$ cat src/rtl/pkg_entrada_saida.sv
// Shared definitions for the switch/button input unit: FSM encodings and default sizes.
package pkg_entrada_saida;

   localparam int DEBOUNCE_PADRAO = 50000;
   localparam int DADO_W          = 32;

   typedef enum logic [1:0] {
      OCIOSO         = 2'd0,
      ESPERA_PRESSAO = 2'd1,
      ESPERA_SOLTURA = 2'd2,
      ENTREGA        = 2'd3
   } estado_t;

endpackage

$ cat src/rtl/filtro_botao.sv
// Confirm-key conditioning: 2-flop synchronizer, debounce counter and one-cycle
// press/release pulses of the debounced level (active-low key, 1 = pressed internally).
module filtro_botao
   import pkg_entrada_saida::*;
#(
   parameter int DEBOUNCE_CYCLES = DEBOUNCE_PADRAO
) (
   input  logic i_clock,
   input  logic i_reset,
   input  logic i_botao,
   output logic o_borda_pressao,
   output logic o_borda_soltura
);

   localparam int             CONT_W   = $clog2(DEBOUNCE_CYCLES + 1);
   localparam logic [CONT_W-1:0] CONT_MAX = CONT_W'(DEBOUNCE_CYCLES);

   logic              r_sinc1;
   logic              r_sinc2;
   logic              r_estavel;
   logic [CONT_W-1:0] r_cont;
   logic              r_borda_pressao;
   logic              r_borda_soltura;

   logic              w_pressionado;
   logic [CONT_W-1:0] w_cont_prox;

   assign w_pressionado = ~r_sinc2;
   // Saturating increment: the counter can never wrap even if held at its limit.
   assign w_cont_prox   = (r_cont == CONT_MAX) ? r_cont : r_cont + CONT_W'(1);

   always_ff @(posedge i_clock) begin
      if (i_reset) begin
         r_sinc1         <= 1'b1;
         r_sinc2         <= 1'b1;
         r_estavel       <= 1'b0;
         r_cont          <= '0;
         r_borda_pressao <= 1'b0;
         r_borda_soltura <= 1'b0;
      end else begin
         r_sinc1         <= i_botao;
         r_sinc2         <= r_sinc1;
         r_borda_pressao <= 1'b0;
         r_borda_soltura <= 1'b0;
         if (w_pressionado == r_estavel) begin
            r_cont <= '0;
         end else if (w_cont_prox == CONT_MAX) begin
            r_estavel       <= w_pressionado;
            r_cont          <= '0;
            r_borda_pressao <= w_pressionado;
            r_borda_soltura <= ~w_pressionado;
         end else begin
            r_cont <= w_cont_prox;
         end
      end
   end

   assign o_borda_pressao = r_borda_pressao;
   assign o_borda_soltura = r_borda_soltura;

endmodule

$ cat src/rtl/unidade_entrada.sv
// Processor input unit: on request, waits for a debounced key press, latches the
// switches, waits for release and pulses pronto while stalling the processor.
module unidade_entrada
   import pkg_entrada_saida::*;
#(
   parameter int SW_WIDTH        = 16,
   parameter int DEBOUNCE_CYCLES = DEBOUNCE_PADRAO
) (
   input  logic                clock,
   input  logic                reset,
   input  logic                pedido,
   input  logic [SW_WIDTH-1:0] chaves,
   input  logic                botao,
   output logic [DADO_W-1:0]   dado,
   output logic                pronto,
   output logic                aguardando
);

   estado_t             r_estado;
   logic [DADO_W-1:0]   r_dado;
   logic                r_pronto;
   logic                r_aguardando;
   logic [SW_WIDTH-1:0] r_chaves_s1;
   logic [SW_WIDTH-1:0] r_chaves_s2;

   logic                w_borda_pressao;
   logic                w_borda_soltura;

   filtro_botao #(
      .DEBOUNCE_CYCLES (DEBOUNCE_CYCLES)
   ) u_filtro (
      .i_clock         (clock),
      .i_reset         (reset),
      .i_botao         (botao),
      .o_borda_pressao (w_borda_pressao),
      .o_borda_soltura (w_borda_soltura)
   );

   always_ff @(posedge clock) begin
      if (reset) begin
         r_chaves_s1 <= '0;
         r_chaves_s2 <= '0;
      end else begin
         r_chaves_s1 <= chaves;
         r_chaves_s2 <= r_chaves_s1;
      end
   end

   // Only a press edge seen while waiting counts, so a key already held is never captured.
   always_ff @(posedge clock) begin
      if (reset) begin
         r_estado     <= OCIOSO;
         r_dado       <= '0;
         r_pronto     <= 1'b0;
         r_aguardando <= 1'b0;
      end else begin
         r_pronto <= 1'b0;
         case (r_estado)
            OCIOSO: begin
               if (pedido) begin
                  r_estado     <= ESPERA_PRESSAO;
                  r_aguardando <= 1'b1;
               end
            end
            ESPERA_PRESSAO: begin
               if (w_borda_pressao) begin
                  r_dado   <= DADO_W'(r_chaves_s2);
                  r_estado <= ESPERA_SOLTURA;
               end
            end
            ESPERA_SOLTURA: begin
               if (w_borda_soltura) begin
                  r_estado     <= ENTREGA;
                  r_aguardando <= 1'b0;
                  r_pronto     <= 1'b1;
               end
            end
            ENTREGA: begin
               r_estado <= OCIOSO;
            end
            default: begin
               r_estado     <= OCIOSO;
               r_aguardando <= 1'b0;
            end
         endcase
      end
   end

   assign dado       = r_dado;
   assign pronto     = r_pronto;
   assign aguardando = r_aguardando;

endmodule
$ cat config.mk
export PLATFORM = sky130hd
export DESIGN_NAME = unidade_entrada
export DESIGN_NICKNAME = d
export VERILOG_FILES = /design/src/rtl/pkg_entrada_saida.sv /design/src/rtl/filtro_botao.sv /design/src/rtl/unidade_entrada.sv
export SDC_FILE = /design/constraint.sdc
export NUM_CORES = 1
export LEC_CHECK = 0
export CAP_MARGIN = 5
export CORE_MARGIN = 2
export CORE_UTILIZATION = 35
export DETAILED_ROUTE_END_ITERATION = 6
export GPL_ROUTABILITY_DRIVEN = 0
export SLEW_MARGIN = 20
export SYNTH_ARGS = -nofsm -noshare
export SYNTH_HDL_FRONTEND = slang
export SYNTH_SLANG_ARGS = --single-unit
$ cat constraint.sdc
create_clock -name clock -period 5.25 [get_ports clock]
set_input_delay 1.05 -clock clock [delete_from_list [all_inputs] [get_ports clock]]
set_output_delay 1.05 -clock clock [all_outputs]
set_load 0.03 [all_outputs]
### Word level (Yosys, flattened, before mapping)

Index checks and enable logic that the tools add are counted.

* word-level logic and storage cells: 44
* output and inout bits: 34
* bits in registers: 73

* add/subtract/negate cells: 1
* reduce and logical (&&, ||, !) cells: 9
* mux-type cells: 9
* equality and inequality tests: 9
* bitwise gates (word level): 4

Operators by type and width (count)
* == test 16 bit, second input constant: 2
* adder 16 x 1 -> 16 bit, second input constant: 1
* two-way mux 16 bit: 1
* case mux 2 bit (4 select lines): 1
* two-way mux 2 bit: 3
* AND reduction 3 bit: 2
* OR reduction 3 bit: 2
* == test 2 bit, second input constant: 2
* != test 2 x 1 -> 1 bit, second input constant: 2
* inverter 1 bit: 4
* AND reduction 2 bit: 2
* two-way mux 1 bit: 3
* == test 2 x 1 -> 1 bit, second input constant: 1
* zero test 2 bit: 1
* != test 2 bit, second input constant: 1
* case mux 1 bit (2 select lines): 1
* nonzero test 2 bit: 1
* OR reduction 2 bit: 1
* == test 1 bit: 1

### Logic depth before layout (Yosys ltp)

* word-level depth: 5
* depth in mapped cells: 8

### Cells and area by module

A second synthesis with hierarchy kept.

* cells, all modules: 303
* area, all modules: 2871.5 um2

By module, submodules not included
* unidade_entrada: instances 1, cells an instance 179, area an instance 1754.2 um2
* filtro_botao: instances 1, cells an instance 124, area an instance 1117.3 um2

### Least setup slack after synthesis

Ideal clock, no wire load.

* path type: reg-to-reg
* from: reg u_filtro.r_cont[0]
* to: reg u_filtro.r_cont[3]
* stages on the path, launching flop included: 8
* library setup time: 0.117 ns
* slack: 3.194 ns
* required time: 5.133 ns
* arrival time: 1.939 ns
* path through: dfxtp_1 > inv_1 > ha_1 > or3b_1 > a221o_1 > nor4b_4 > a31o_2 > nor2_1

* cells in the longest elaborated chain, start to end: 4
* elaborated cells on any way between the ends: 5

Ends and longest elaborated chain
* from (decl): line filtro_botao.sv:21 `logic [CONT_W-1:0] r_cont;`
* from (signal assigned): line filtro_botao.sv:53 `r_cont <= w_cont_prox;`
* adder 16 x 1 -> 16 bit / == test 16 bit (equally long branches): line filtro_botao.sv:30 `assign w_cont_prox = (r_cont == CONT_MAX) ? r_cont : r_cont + CONT_W'(1);`
* two-way mux 16 bit (*): line filtro_botao.sv:30
* via u_filtro.w_cont_prox[1]: line filtro_botao.sv:26 `logic [CONT_W-1:0] w_cont_prox;`
* == test 16 bit (*): line filtro_botao.sv:47 `end else if (w_cont_prox == CONT_MAX) begin`
* OR reduction 3 bit (no line) (*)

The timed path passes the listed nets; every way through them passes the cells marked *.
A chain may end at the register's enable or synchronous reset.

### Worst setup path after layout

* from: reg r_aguardando, in the netlist aguardando
* to: out aguardando

RTL lines
* from (decl): line unidade_entrada.sv:22 `logic r_aguardando;`
* from (signal assigned): line unidade_entrada.sv:55 `r_aguardando <= 1'b0;`
* from (signal assigned): line unidade_entrada.sv:62 `r_aguardando <= 1'b1;`
* from (signal assigned): line unidade_entrada.sv:74 `r_aguardando <= 1'b0;`
* to (decl): line unidade_entrada.sv:16 `output logic aguardando`

No word-level cell between the ends.

==> impl_metrics.env <==
export IMPL_status="finished, final reports clean"
export IMPL_drt_wl_total_mm=4.806
export IMPL_cts_resized=0
export IMPL_crit_family="buffers and inverters"
export IMPL_grt_overflow_total=0
export IMPL_maxSlewHeadroom_pct=33.97
export IMPL_drive_gt1_share_pct=8.012
export IMPL_vias=1904
export IMPL_synth_cell_type_count=43
export IMPL_drv_slew=0
export IMPL_final_common_cell="dfxtp_1"
export IMPL_crit_path_end_kind="output port"
export IMPL_crit_start="aguardando"
export IMPL_rsz0062_at_grt="no"
export IMPL_grt_max_degree=60
export IMPL_wl_per_cell_um=10.95
export IMPL_num_antenna_cells=0
export IMPL_track_usage_pct=11.85
export IMPL_path_clk_slew_ns=0.08
export IMPL_design_core_area_um2=7767
export IMPL_r2r_setup_slack_ns=2.86
export IMPL_path_buf_inv=1
export IMPL_fp_dieW_um=93.59
export IMPL_switchingPower_mw=0.2832
export IMPL_crit_path_start_kind="flip-flop"
export IMPL_p_per_area_nw_per_um2=348.2
export IMPL_cts_setup_buffers=0
export IMPL_cts_sinks=73
export IMPL_final_util_pct=44.06
export IMPL_hpwlAfterDp_mm=3.193
export IMPL_io_buffers=37
export IMPL_start_util_pct=36.16
export IMPL_fin_crit_sh_pct=45.92
export IMPL_htreeDepth=3
export IMPL_viasPerCell=4.337
export IMPL_finalSetupViolCount=0
export IMPL_synthCells=296
export IMPL_seqPwrFrac_pct=49.1
export IMPL_fin_crit_ns=2.411
export IMPL_worst_slew_pin_slew_ns=0.9905
export IMPL_p_int_mw=0.9084
export IMPL_clock_path_buffers=2
export IMPL_hold_path_class="flip-flop to flip-flop"
export IMPL_fmax_mhz=414.8
export IMPL_tns_ns=0
export IMPL_async_reset_ff_share_pct=0
export IMPL_fp_dieH_um=93.59
export IMPL_r2r_start="u_filtro.r_cont[0]"
export IMPL_syn_area_per_cell_um2=9.490
export IMPL_antenna_found_initial=0
export IMPL_worstSkewPairLatency_ns=0.33
export IMPL_cp_required_ns=4.20
export IMPL_fin_nets=358
export IMPL_drv_cap=0
export IMPL_yosys_warnings=0
export IMPL_power_frac_comb_pct=10.0
export IMPL_critPathSlowestCell="clkdlybuf4s50_1"
export IMPL_ant_nets=0
export IMPL_cts_buffers=9
export IMPL_ys_flop_type="dfxtp_1"
export IMPL_dieArea_um2=8758
export IMPL_synth_edff_count=0
export IMPL_rows=32
export IMPL_syn_cell_area_um2=2809
export IMPL_ir_worst_vdd_uv=109.8
export IMPL_clockPowerShare_pct=40.9
export IMPL_skew_ns=0.007582
export IMPL_ios=54
export IMPL_cpPeakStageDelay_ns=0.68
export IMPL_critPathKind="flip-flop to output port"
export IMPL_p_leak_nw=1.285
export IMPL_layout_common_cells="dfxtp_1, nand2_1, clkdlybuf4s50_1, nor2b_1, a21oi_1"
export IMPL_synth_seq_cells=73
export IMPL_area_growth_syn_to_layout_pct=21.83
export IMPL_holdCritStartpoint="u_filtro.r_sinc1"
export IMPL_ys_seq_area_share_pct=52.03
export IMPL_grt_pass1_vias=1811
export IMPL_crit_chain="clkdlybuf4s50_1"
export IMPL_cp_max_fo=3
export IMPL_cp_arrival_ns=1.36
export IMPL_grt_pass1_wl_mm=8.142
export IMPL_drc=0
export IMPL_switching_share_pct=23.77
export IMPL_root_buffer="clkbuf_8"
export IMPL_cts_tree="yes"
export IMPL_drt_iter0_drc=70
export IMPL_drtPass1Iterations=6
export IMPL_cts_hold_buf=0
export IMPL_finalHoldViolations=0
## final cells by class
cell class	instances	area, µm²
sequential	73	1461
fill	778	4345
clock buffer	10	137.6
timing repair buffer	37	365.4
tap	102	127.6
inverter	8	30.03
clock inverter	6	90.09
multi-input combinational	203	1210
## sequential cells by signal (all words and copies together) (netlist names)
name / flops
aguardando: 1
dado: 16
pronto: 1
r_chaves_s1: 16
r_chaves_s2: 16
r_estado: 2
u_filtro.o_borda_pressao: 1
u_filtro.o_borda_soltura: 1
u_filtro.r_cont: 16
u_filtro.r_estavel: 1
u_filtro.r_sinc1: 1
u_filtro.r_sinc2: 1
## power groups by stage
| stage | combinational [mW] | sequential, mW | clock (mW) |
|---|---|---|---|
| after global placement | 0.116 | 0.598 | 0 |
| after detailed placement | 0.119 | 0.598 | 0 |
| after floorplan | 0.0913 | 0.601 | 0 |
| after global routing | 0.135 | 0.588 | 0.529 |
| after CTS | 0.120 | 0.585 | 0.507 |
| final | 0.119 | 0.586 | 0.487 |
## metrics by stage
step	setup WS [ns]	hold slack [ns]	cells	instance area, µm²	power (mW)
floorplan	3.194	0.3895	311	2865	0.6922
global placement	2.769	0.3996	423	3194	0.7140
detailed placement	2.731	0.4043	423	3194	0.7175
CTS	2.813	0.4253	439	3422	1.212
global route	2.670	0.4464	439	3422	1.252
finish	2.839	0.4226	439	3422	1.192
## layer usage
layer | GRT usage (%) | vias up | part of all wire [%]
li1 | - | 1013 | -
met1 | 15.34 | 843 | 50
met2 | 17.63 | 43 | 43
met3 | 4.029 | 5 | 5.4
met4 | 5.797 | 0 | 1.1
met5 | 0 | - | 0
## cells in the mapped netlist, types with 2 or more instances
master | count | area, µm²
and2_1 | 2 | 12.51
nor3_1 | 2 | 10.01
mux2i_1 | 2 | 20.02
nor3b_1 | 2 | 15.01
xnor2_1 | 4 | 35.03
nand4_1 | 4 | 25.02
clkbuf_1 | 9 | 33.78
buf_4 | 16 | 120.1
nor2b_1 | 32 | 200.2
nor2_1 | 20 | 75.07
dfxtp_1 | 73 | 1461
buf_2 | 2 | 10.01
xor2_1 | 12 | 105.1
and3_1 | 3 | 18.77
a21oi_1 | 22 | 110.1
a21o_1 | 2 | 15.01
inv_1 | 8 | 30.03
or2_2 | 3 | 18.77
nand2_1 | 41 | 153.9
and4_1 | 4 | 35.03
nand3_1 | 6 | 30.03
ha_1 | 6 | 75.07
## worst paths after layout
check | endpoint | cells after the start
min | u_filtro.r_sinc2 | 1
min reg2reg | u_filtro.r_sinc2 | 1
max reg2reg | u_filtro.r_cont[5] | 7
max | aguardando | 1
## logic make-up after synthesis
| kind of cell | count (synthesis) | synth area share [%] |
|---|---|---|
| xor gates and xnor gates | 16 | 4.989 |
| buffers and inverters | 35 | 6.904 |
| other | 1 | 0.1335 |
| adders and majority gates | 6 | 2.673 |
| AOI/OAI and AO/OA | 33 | 6.993 |
| DFF | 73 | 52.03 |
| muxes | 2 | 0.7127 |
| and+or+nand+nor | 130 | 25.57 |
Power figures use the tool's default switching activity.
